File: src/rtl/timer_pkg.sv
// Shared types and defaults for the single-counter timeout scheduler.
package timer_pkg;

  localparam int DEF_N_REQ = 4;
  localparam int DEF_WIDTH = 25;

  typedef enum logic [1:0] {
    IDLE,
    RUN,
    DONE
  } state_t;

  // Index width that stays legal when only one requester exists.
  function automatic int idx_width(input int n);
    return (n > 1) ? $clog2(n) : 1;
  endfunction

endpackage

File: src/rtl/rr_arbiter.sv
// Combinational round-robin picker: searches upward from the index after i_last.
module rr_arbiter
  import timer_pkg::*;
#(
  parameter  int N_REQ = DEF_N_REQ,
  localparam int IW    = idx_width(N_REQ)
) (
  input  logic [N_REQ-1:0] i_req,
  input  logic [IW-1:0]    i_last,
  output logic [N_REQ-1:0] o_pick,
  output logic [IW-1:0]    o_idx,
  output logic             o_valid
);

  logic [IW-1:0] w_cand [N_REQ];

  // w_cand[j] is the j-th index visited, starting just past the last winner.
  genvar gi;
  generate
    for (gi = 0; gi < N_REQ; gi++) begin : g_cand
      assign w_cand[gi] = IW'((int'(i_last) + gi + 1) % N_REQ);
    end
  endgenerate

  always_comb begin
    o_pick  = '0;
    o_idx   = '0;
    o_valid = 1'b0;
    for (int j = 0; j < N_REQ; j++) begin
      if (!o_valid && i_req[w_cand[j]]) begin
        o_valid           = 1'b1;
        o_idx             = w_cand[j];
        o_pick[w_cand[j]] = 1'b1;
      end
    end
  end

endmodule

File: src/rtl/timer_sched.sv
// One shared down-counter time-sliced between N_REQ requesters via round-robin.
module timer_sched
  import timer_pkg::*;
#(
  parameter int N_REQ = DEF_N_REQ,
  parameter int WIDTH = DEF_WIDTH
) (
  input  logic                   i_clk,
  input  logic                   i_rst,
  input  logic [N_REQ-1:0]       i_req,
  input  logic [N_REQ*WIDTH-1:0] i_time,
  output logic [N_REQ-1:0]       o_grant,
  output logic [N_REQ-1:0]       o_done,
  output logic                   o_busy
);

  localparam int IW = idx_width(N_REQ);

  state_t           r_state;
  logic [WIDTH-1:0] r_cnt;
  logic [IW-1:0]    r_last;
  logic [N_REQ-1:0] r_grant;
  logic [N_REQ-1:0] r_done;
  logic             r_busy;

  logic [N_REQ-1:0] w_pick;
  logic [IW-1:0]    w_idx;
  logic             w_valid;
  logic [WIDTH-1:0] w_time_sel;
  logic [WIDTH-1:0] w_load;
  logic             w_held;

  rr_arbiter #(.N_REQ(N_REQ)) u_arb (
    .i_req  (i_req),
    .i_last (r_last),
    .o_pick (w_pick),
    .o_idx  (w_idx),
    .o_valid(w_valid)
  );

  assign w_time_sel = i_time[w_idx*WIDTH +: WIDTH];
  // A zero duration still gets one grant cycle, so cnt never starts at 0.
  assign w_load     = (w_time_sel == '0) ? WIDTH'(1) : w_time_sel;
  // r_last already holds the owner while a timeout is running.
  assign w_held     = i_req[r_last];

  always_ff @(posedge i_clk) begin
    if (i_rst) begin
      r_state <= IDLE;
      r_cnt   <= '0;
      r_grant <= '0;
      r_done  <= '0;
      r_busy  <= 1'b0;
      r_last  <= IW'(N_REQ - 1);
    end else begin
      case (r_state)
        IDLE: begin
          r_done <= '0;
          if (w_valid) begin
            r_state <= RUN;
            r_cnt   <= w_load;
            r_grant <= w_pick;
            r_busy  <= 1'b1;
            r_last  <= w_idx;
          end
        end
        RUN: begin
          if (!w_held) begin
            // Withdrawal wins even on the final count: no done pulse.
            r_state <= IDLE;
            r_cnt   <= '0;
            r_grant <= '0;
            r_busy  <= 1'b0;
          end else if (r_cnt == WIDTH'(1)) begin
            r_state <= DONE;
            r_cnt   <= '0;
            r_grant <= '0;
            r_done  <= r_grant;
          end else begin
            r_cnt <= r_cnt - WIDTH'(1);
          end
        end
        DONE: begin
          r_state <= IDLE;
          r_done  <= '0;
          r_busy  <= 1'b0;
        end
        default: begin
          r_state <= IDLE;
          r_grant <= '0;
          r_done  <= '0;
          r_busy  <= 1'b0;
        end
      endcase
    end
  end

  assign o_grant = r_grant;
  assign o_done  = r_done;
  assign o_busy  = r_busy;

endmodule
File: config.mk
export PLATFORM = sky130hd
export DESIGN_NAME = timer_sched
export DESIGN_NICKNAME = d
export VERILOG_FILES = /design/src/rtl/timer_pkg.sv /design/src/rtl/rr_arbiter.sv /design/src/rtl/timer_sched.sv
export SDC_FILE = /design/constraint.sdc
export NUM_CORES = 1
export LEC_CHECK = 0
export BUFFER_PORTS_ARGS = -buffer_cell sky130_fd_sc_hd__buf_2
export CELL_PAD_IN_SITES_DETAIL_PLACEMENT = 0
export CELL_PAD_IN_SITES_GLOBAL_PLACEMENT = 1
export CORE_MARGIN = 8
export CORE_UTILIZATION = 40
export CTS_CLUSTER_SIZE = 40
export DETAILED_ROUTE_END_ITERATION = 8
export GPL_TIMING_DRIVEN = 0
export HOLD_SLACK_MARGIN = 0.06
export PLACE_DENSITY = 0.9
export SETUP_SLACK_MARGIN = 0.15
export SLEW_MARGIN = 20
export SYNTH_ARGS = -nofsm -noshare
export SYNTH_HDL_FRONTEND = slang
export SYNTH_HIERARCHICAL = 1
export SYNTH_SLANG_ARGS = --single-unit
File: constraint.sdc
create_clock -name i_clk -period 7.9 [get_ports i_clk]
set_input_delay 2.37 -clock i_clk [delete_from_list [all_inputs] [get_ports i_clk]]
set_output_delay 2.37 -clock i_clk [all_outputs]
set_load 0.005 [all_outputs]
==> results.txt, run 1 <==
Mean Syn Cell Area: 8.94 um2
Setup repair bufs after CTS: 0
CTS Buf Count: 5
Nets: 602
Crit path arrival time: 5.82 ns
Fin crit period: 5.57 ns
CTS Sinks: 38
DRC errors left: 0
Post-synth EDFFs: 0
MaxCap Viol Count: 0
CTS Buffer Depth: 2
Critical R2R Launch: r_last[0]
Power Density: 460 nW/um2
Overall routing resource usage: 20.6%
Unique masters post-synth: 67
Worst rel slew slack: 48.0%
WHS: 0.489 ns
Worst hold-check path type: flop to flop
Worst Setup Path Type: primary input to flop
Ys Warns: 6
Final wirelength: 11700 um
Commonest cells post-synth: dfxtp_1 (38), nand2_1 (31), nor2_1 (30)
Initial antenna violation count: 1
Crit-path slowest cell: buf_1
Post-Syn Instances: 366
Worst skew pair latency: 0.30 ns
Dpl cells: 584
Register area share after synthesis: 23.3%
Top-level I/O count: 115
CTS tree: done
Die area: 11300 um2
CTS resizes: 0
DR iter-0 viols: 345
Clk_skew: 0.00965 ns
Finished Layout Cells: 592
Root Driver: clkbuf_8
Unrepaired setup endpoints after global routing: no
Detailed placement HPWL: 9490 um
Worst-path clk slew: 0.08 ns
Ys async rst share: 0%
Core Region: 8050 um2
Avg WL per Cell: 19.8 um
Area Overhead vs Synth: 24.6%
R2R depth: 14
Status: finished, final reports clean
Vias in the first global route: 3693
Grt ovf: 0
Via/cell ratio: 6.08
Lkg Pwr: 1.68 nW
Die H: 106 um
First drt pass iteration count: 6
Crit-path cells: buf_2 > mux2_4 > mux2i_1 > o311a_2 > a221o_2 > clkbuf_1 > buf_1 > mux4_2 > nor4_1 > nand4_1 > o21ai_1 > o211a_1
Mapped Area: 3270 um2
Post-synth top area share: 23.3%
Pin count of the biggest net entering global routing: 13
CP endpoint kind: flop
Slew @ Worst Pin: 0.780 ns
Max Freq: 0.179 GHz
WP data required: 8.14 ns
Maximum fanout along the worst path: 10
Synth Register Bits: 38
Worst-case hold path end point: o_grant[1]
Final WS setup: 2.33 ns
Total number of vias: 3601
Layout cells sized above 1: 35.5%
Area leader, netlist: dfxtp_1
GPL Wtd Cong: 0.922
Slew Limit Fails: 0
# diodes: 0
Clock H-tree levels: 2
CP startpoint kind: primary input
Worst setup path start: i_req[2]
Setup_tns: 0 ns
Count leader, synth: dfxtp_1
Die W: 106 um
Top FF cell, synth: dfxtp_1
Setup slack, reg-to-reg: 3.37 ns
# rows: 33
Starting density of the core: 40.6%
Endpoints failing setup: 0
VDD IR-drop max: 0.249 mV
First-pass GRT wire length: 19000 um
Pwr Total: 1.88 mW
Ranking of synthesized cells by area: dfxtp_1 (23%), mux4_2 (19%), ha_1 (3.8%)
Final worst path period share: 70.5%
Post-place setup slack: 2.10 ns
Final Hold Fails: 0
Min-delay src: o_grant[1]
Synth Net Count: 482
Hold Path Depth: 2
R2r endpoint: r_cnt[0]
Final ANT Viol Nets: 0
Hold_buf cts: 0
Max incr delay on CP: 0.48 ns
Port-buffer cells: 113
-- state kept, by name (all words and copies together), names as in the netlist --
| register | count |
|---|---|
| r_cnt | 25 |
| o_busy | 1 |
| o_done | 4 |
| r_last | 2 |
| o_grant | 4 |
| r_state | 2 |
-- report_power, final --
group          switching (mW)  internal, mW
clock                  0.0754        0.0930
sequential              0.101         0.270
combinational           0.753         0.585
total                   0.929         0.948
-- worst max-delay path: cells and delay by family --
family          cells  cell delay, ns
mux                 3            1.15
buf+inv             3            0.99
compound gates      4            0.84
simple gates        2            0.46
-- per-layer routing --
metal	routed length (um)	GRT usage, %	up-vias	part of all wire, %
li1	-	-	1670	-
met1	4950	25.2	1705	42
met2	5450	32.8	192	46
met3	1020	7.02	32	8.7
met4	310	7.74	2	2.6
met5	13	0	-	0.11
-- stage by stage --
stage	util, %	instance area (um2)
final	50.6	4080
after global routing	50.6	4080
after CTS	50.6	4080
after detailed placement	49.3	3970
after global placement	49.3	3970
after floorplan	-	3270
-- cells by family (layout without fill, tap and decap cells) --
logic type | after synthesis | after routing | synth area share, %
simple gates | 129 | 129 | 21.2
compound gates | 106 | 106 | 22.8
flops | 38 | 38 | 23.3
buf+inv | 38 | 159 | 5.01
mux | 35 | 35 | 21.2
fa+ha+maj | 10 | 10 | 3.83
xor+xnor | 10 | 10 | 2.68
-- worst max-delay path by stage --
stage                     endpoint  slack (ns)
after floorplan           r_cnt[0]        2.89
after global placement    r_cnt[0]        2.06
after detailed placement  r_cnt[0]        2.10
after CTS                 r_cnt[0]        2.41
after global routing      r_cnt[0]        2.22
final                     r_cnt[0]        2.33
-- final cells by class --
class,count,area (um2)
clock inverter,3,40.0
buffer,22,104
timing repair buffer,113,566
sequential,38,761
tap,105,131
clock buffer,5,68.8
inverter,16,60.1
multi-input combinational,290,2350
fill,762,3980
-- layout by cell type, fill, tap and decap left out, types with 3 or more instances in the layout --
cell type,n
o31ai_1,8
o211a_1,3
nor4_1,12
nand2_1,31
a222oi_1,4
a32o_1,3
clkbuf_1,13
nand3b_1,3
a31oi_1,3
xor2_1,3
a22oi_1,11
or3_1,4
a211oi_1,6
mux2i_1,6
or4_1,3
a21oi_1,24
nand4_1,6
nand3_1,8
nor2_1,30
ha_1,10
dfxtp_1,38
nor3_1,9
inv_1,15
a21o_1,4
o21ai_0,18
a221o_1,4
clkbuf_8,5
buf_2,117
mux4_2,27
nor3b_1,3
xnor2_1,7
Power figures use the tool's default switching activity.
==> run 2: changes to the inputs <==
--- a/config.mk
+++ b/config.mk
@@ -9,12 +9,12 @@
 export CELL_PAD_IN_SITES_DETAIL_PLACEMENT = 0
 export CELL_PAD_IN_SITES_GLOBAL_PLACEMENT = 1
 export CORE_MARGIN = 8
-export CORE_UTILIZATION = 40
+export CORE_UTILIZATION = 37
 export CTS_CLUSTER_SIZE = 40
 export DETAILED_ROUTE_END_ITERATION = 8
 export GPL_TIMING_DRIVEN = 0
 export HOLD_SLACK_MARGIN = 0.06
-export PLACE_DENSITY = 0.9
+export PLACE_DENSITY = 0.84
 export SETUP_SLACK_MARGIN = 0.15
 export SLEW_MARGIN = 20
 export SYNTH_ARGS = -nofsm -noshare
==> constraint.sdc (replaced) <==
create_clock -name i_clk -period 5.6 [get_ports i_clk]
set_input_delay 1.68 -clock i_clk [delete_from_list [all_inputs] [get_ports i_clk]]
set_output_delay 1.68 -clock i_clk [all_outputs]
set_load 0.005 [all_outputs]
==> results.txt, run 2 (synthesis gave the netlist of run 1 again) <==
Status: finished, final reports clean
Fin crit period: 5.02 ns
Setup slack, reg-to-reg: 0.93 ns (-2.44 ns)
Vias in the first global route: 3716 (+0.62%)
Die W: 110 um (+3.4%)
Worst hold-check path type: flop to flop
Avg WL per Cell: 19.6 um (-1.3%)
Endpoints failing setup: 0 (unchanged)
Layout cells sized above 1: 35.5% (unchanged)
Setup repair bufs after CTS: 0 (unchanged)
Met1 Wirelength: 4900 um (-0.93%)
Lkg Pwr: 1.70 nW (+0.80%)
Root Driver: clkbuf_8
CTS tree: done
First drt pass iteration count: 5 (-1)
Worst skew pair latency: 0.30 ns (about the same)
CP endpoint kind: flop
Clock H-tree levels: 2 (unchanged)
Hold_buf cts: 0 (unchanged)
Top layer in use: met4
First-pass GRT wire length: 18600 um (-2.0%)
R2R depth: 14 (unchanged)
Final wirelength: 11600 um (-0.82%)
Most frequent cells in the layout: buf_2 (117), dfxtp_1 (38), nand2_1 (31)
CTS Buffer Depth: 2 (unchanged)
Met2 Wirelength: 5460 um (+0.20%)
Clk_skew: 0.0150 ns (+0.00532 ns)
DRC errors left: 0 (unchanged)
Commonest non-fill, non-tap cell in the layout: buf_2
Worst-case hold path end point: o_grant[3]
DR iter-0 viols: 266 (-23%)
Pwr Total: 2.70 mW (+44%)
Grt ovf: 0 (unchanged)
Crit path arrival time: 5.28 ns (-0.54 ns)
Die area: 12100 um2 (+6.9%)
Overall routing resource usage: 19.5% (-1.1 points)
WP data required: 5.86 ns (-2.28 ns)
Min-delay src: o_grant[3]
Starting density of the core: 37.9% (-2.7 points)
Total number of vias: 3558 (-1.2%)
Top-level I/O count: 115 (unchanged)
Maximum fanout along the worst path: 10 (unchanged)
Setup_tns: 0 ns (unchanged)
Crit-path slowest cell: buf_1
VDD IR-drop max: 0.361 mV (+45%)
CTS Sinks: 38 (unchanged)
CTS resizes: 0 (unchanged)
# diodes: 0 (unchanged)
Largest Register: r_cnt
Critical R2R Launch: r_last[0]
Unrepaired setup endpoints after global routing: no
Via/cell ratio: 5.98 (-1.7%)
MaxCap Viol Count: 0 (unchanged)
Max incr delay on CP: 0.50 ns (+0.02 ns)
R2r endpoint: r_cnt[0]
Core Region: 8640 um2 (+7.3%)
Pin count of the biggest net entering global routing: 13 (unchanged)
Hold Path Depth: 2 (unchanged)
Port-buffer cells: 113 (unchanged)
Crit-path cells: buf_2 > mux2_4 > mux2i_1 > o311a_2 > a221o_2 > clkbuf_1 > buf_1 > mux4_2 > nor4_1 > nand3_1 > o21ai_1 > o211a_1
Slew Limit Fails: 0 (unchanged)
Final ANT Viol Nets: 0 (unchanged)
Die H: 110 um (+3.4%)
# rows: 34 (+3.0%)
GPL Wtd Cong: 0.905 (-1.8%)
Nets: 602 (unchanged)
Slew @ Worst Pin: 0.883 ns (+0.104 ns)
Number of flip-flops in the largest register: 25 (unchanged)
Area Overhead vs Synth: 25.8%
CP startpoint kind: primary input
Final WS setup: 0.578 ns (-1.75 ns)
Worst Setup Path Type: primary input to flop
Detailed placement HPWL: 9470 um (-0.27%)
Final worst path period share: 89.7%
Worst rel slew slack: 41.1% (-6.9 points)
Initial antenna violation count: 0 (-1)
Post-place setup slack: 0.372 ns (-1.72 ns)
Power Density: 656 nW/um2 (+42%)
CTS Buf Count: 5 (unchanged)
Final Hold Fails: 0 (unchanged)
Met3 routed WL: 1030 um (+0.88%)
Worst-path clk slew: 0.09 ns (about the same)
Max Freq: 0.199 GHz
run 2: report_power, final:
part / total, mW / internal, mW / leakage, nW / switching (mW)
sequential: 0.522 / 0.380 / 0.313 / 0.142
combinational: 1.88 / 0.825 / 1.31 / 1.06
clock: 0.296 / 0.190 / 0.0714 / 0.106
run 2: routing by layer:
metal,up-vias,track usage [%]
met5,-,0
met4,0,6.56
met3,25,5.06
met2,204,32.2
met1,1654,24.2
li1,1675,-
run 2: through the flow:
stage	instance area [um2]	util [%]	cells	hold WS (ns)
detailed placement	3970	46.0	587	0.472
finish	4110	47.6	595	0.486
CTS	4110	47.6	595	0.484
global placement	3970	46.0	587	0.467
global route	4110	47.6	595	0.513
floorplan	3270	-	366	0.465
run 2: how the worst max path moves through the flow:
stage | endpoint | start | cells past startpoint
final | r_cnt[0] | i_req[2] | 12
after global routing | r_cnt[0] | i_req[2] | 12
after CTS | r_cnt[0] | i_req[2] | 12
after detailed placement | r_cnt[0] | i_req[2] | 12
after global placement | r_cnt[0] | i_req[2] | 12
after floorplan | r_cnt[0] | i_req[2] | 11
run 2: worst max-delay path: cells and delay by family:
family	cells	cell delay [ns]
AO/OA/AOI/OAI	4	0.85
multiplexers	3	1.17
AND/OR/NAND/NOR	2	0.55
buffers and inverters	3	1.01
run 2: final cells by class:
type | instances | area, um2
buffer | 22 | 104
clock buffer | 6 | 82.6
clock inverter | 2 | 60.1
fill | 841 | 4520
inverter | 16 | 60.1
multi-input combinational | 290 | 2350
sequential | 38 | 761
tap | 108 | 135
timing repair buffer | 113 | 566
==> run 3: changes to the inputs <==
--- a/config.mk
+++ b/config.mk
@@ -9,12 +9,13 @@
 export CELL_PAD_IN_SITES_DETAIL_PLACEMENT = 0
 export CELL_PAD_IN_SITES_GLOBAL_PLACEMENT = 1
 export CORE_MARGIN = 8
-export CORE_UTILIZATION = 37
+export CORE_UTILIZATION = 34
+export CTS_BUF_LIST = sky130_fd_sc_hd__clkbuf_8
 export CTS_CLUSTER_SIZE = 40
 export DETAILED_ROUTE_END_ITERATION = 8
 export GPL_TIMING_DRIVEN = 0
 export HOLD_SLACK_MARGIN = 0.06
-export PLACE_DENSITY = 0.84
+export PLACE_DENSITY = 0.81
 export SETUP_SLACK_MARGIN = 0.15
 export SLEW_MARGIN = 20
 export SYNTH_ARGS = -nofsm -noshare
==> constraint.sdc (replaced) <==
create_clock -name i_clk -period 4.17 [get_ports i_clk]
set_input_delay 1.251 -clock i_clk [delete_from_list [all_inputs] [get_ports i_clk]]
set_output_delay 1.251 -clock i_clk [all_outputs]
set_load 0.005 [all_outputs]
==> results.txt, run 3 (synthesis gave the netlist of run 1 again) <==
WHS: 0.479 ns (-0.00791 ns)
Setup slack, reg-to-reg: 0.34 ns (-0.59 ns)
Slew Limit Fails: 0 (unchanged)
Commonest non-fill, non-tap cell in the layout: buf_2
Via/cell ratio: 5.73 (-4.1%)
Endpoints failing setup: 0 (unchanged)
MaxCap Viol Count: 0 (unchanged)
# rows: 36 (+5.9%)
Die H: 114 um (+3.7%)
Avg WL per Cell: 18.6 um (-4.8%)
CTS Buf Count: 5 (unchanged)
CP endpoint kind: flop
CTS Sinks: 38 (unchanged)
Area Overhead vs Synth: 32.2%
# diodes: 0 (unchanged)
Crit-path slowest cell: mux4_2
Overall routing resource usage: 18.1% (-1.4 points)
Die W: 114 um (+3.7%)
Power Density: 879 nW/um2 (+34%)
Most frequent cells in the layout: buf_2 (117), dfxtp_1 (36), nand2_1 (31)
Final ANT Viol Nets: 0 (unchanged)
Number of flip-flops in the largest register: 25 (unchanged)
Clk_skew: 0.00656 ns (-0.00841 ns)
Status: finished, final reports clean
Die area: 13000 um2 (+7.5%)
Grt ovf: 0 (unchanged)
WP data required: 4.42 ns (-1.44 ns)
Lkg Pwr: 1.77 nW (+4.3%)
Vias in the first global route: 3784 (+1.8%)
Layout cells sized above 1: 40.6% (+5.1 points)
Worst Setup Path Type: primary input to flop
Post-place setup slack: -0.778 ns (-1.15 ns)
Worst rel slew slack: 54.1% (+13 points)
Clock H-tree levels: 2 (unchanged)
Total number of vias: 3641 (+2.3%)
Root Driver: clkbuf_8
Slew @ Worst Pin: 0.688 ns (-0.195 ns)
Final worst path period share: 94.2%
Finished Layout Cells: 635 (+6.7%)
Top-level I/O count: 115 (unchanged)
Worst hold-check path type: flop to flop
First drt pass iteration count: 5 (unchanged)
Worst Path Buf+Inv: 2 (-1)
Max incr delay on CP: 0.40 ns (-0.10 ns)
Pin count of the biggest net entering global routing: 12 (-1)
CP startpoint kind: primary input
Final wirelength: 11800 um (+1.6%)
Largest Register: r_cnt
GPL Wtd Cong: 0.917 (+1.3%)
Worst-path clk slew: 0.08 ns (about the same)
Detailed placement HPWL: 9220 um (-2.6%)
VDD IR-drop max: 0.463 mV (+28%)
Unrepaired setup endpoints after global routing: no
Max Freq: 0.255 GHz
Crit-path cells: buf_2 > mux2_4 > mux2i_2 > o311a_2 > a221o_2 > clkbuf_4 > mux4_2 > nor4_4 > nand3_1 > o21ai_2 > o211a_1
CTS tree: done
First-pass GRT wire length: 19100 um (+2.5%)
Hold_buf cts: 0 (unchanged)
Worst skew pair latency: 0.30 ns (about the same)
Core Region: 9550 um2 (+11%)
Dpl cells: 612 (+4.3%)
Top delay family on crit path: multiplexers
Maximum fanout along the worst path: 10 (unchanged)
Fin crit period: 3.93 ns
Crit path arrival time: 4.18 ns (-1.10 ns)
Port-buffer cells: 113 (unchanged)
DR iter-0 viols: 314 (+18%)
CTS Buffer Depth: 2 (unchanged)
Starting density of the core: 34.3% (-3.6 points)
Final WS setup: 0.243 ns (-0.335 ns)
Nets: 618 (+2.7%)
Initial antenna violation count: 0 (unchanged)
Final Hold Fails: 0 (unchanged)
DRC errors left: 0 (unchanged)
run 3: changes by cell type in the layout (fill, tap and decap cells not counted), sizes merged:
cell / change
buf: +17
bufinv: -2
clkbuf: -2
clkinv: +2
clkinvlp: +1
inv: -1
run 3: layout make-up:
class	count	area (um2)
flip-flops and latches	38	766
clock buffers	5	68.8
repair buffers	130	693
well taps	133	166
clock inverters	2	10.0
plain buffers	21	135
fillers	981	5230
multi-input cells	290	2420
inverters	16	63.8
run 3: stage by stage:
| stage | power (mW) | util [%] | setup TNS (ns) | cell area, um2 |
|---|---|---|---|---|
| detailed placement | 3.16 | 41.9 | -5.37 | 4000 |
| global placement | 3.13 | 41.9 | -3.93 | 4000 |
| floorplan | 2.57 | - | 0 | 3270 |
| global route | 4.11 | 45.3 | 0 | 4320 |
| CTS | 3.54 | 43.5 | 0 | 4150 |
| finish | 3.80 | 45.3 | 0 | 4320 |
run 3: worst paths after layout:
kind	start	endpoint	cells after the start
worst max-delay path	i_req[2]	r_cnt[0]	11
worst max register to register	r_last[0]	r_cnt[0]	14
worst min register to register	o_grant[3]	o_grant[3]	2
worst min-delay path	o_grant[3]	o_grant[3]	2
run 3: report_power, final:
| part | leakage (nW) | total [mW] | internal, mW | switching, mW |
|---|---|---|---|---|
| clock | 0.0438 | 0.254 | 0.112 | 0.142 |
| sequential | 0.313 | 0.699 | 0.514 | 0.185 |
| combinational | 1.41 | 2.85 | 1.33 | 1.51 |
| total | 1.77 | 3.80 | 1.96 | 1.84 |
run 3: routing by layer:
layer,vias to the layer above,GRT usage [%],part of all wire (%)
met3,15,4.64,7.7
met2,185,30.0,49
met1,1728,22.1,42
met5,-,0,0
li1,1713,-,-
met4,0,6.65,1.9
run 3: tightest hold or removal path, cell delays in order (launching register included):
cell     delay [ns]
dfxtp_1        0.33
nand2_1        0.06
a21oi_1        0.05
run 3: repair_timing:
action	in CTS	in global routing
buffers inserted	3	14
pin swaps	0	5
gates resized for setup	13	19
endpoints found under the setup margin	17	17
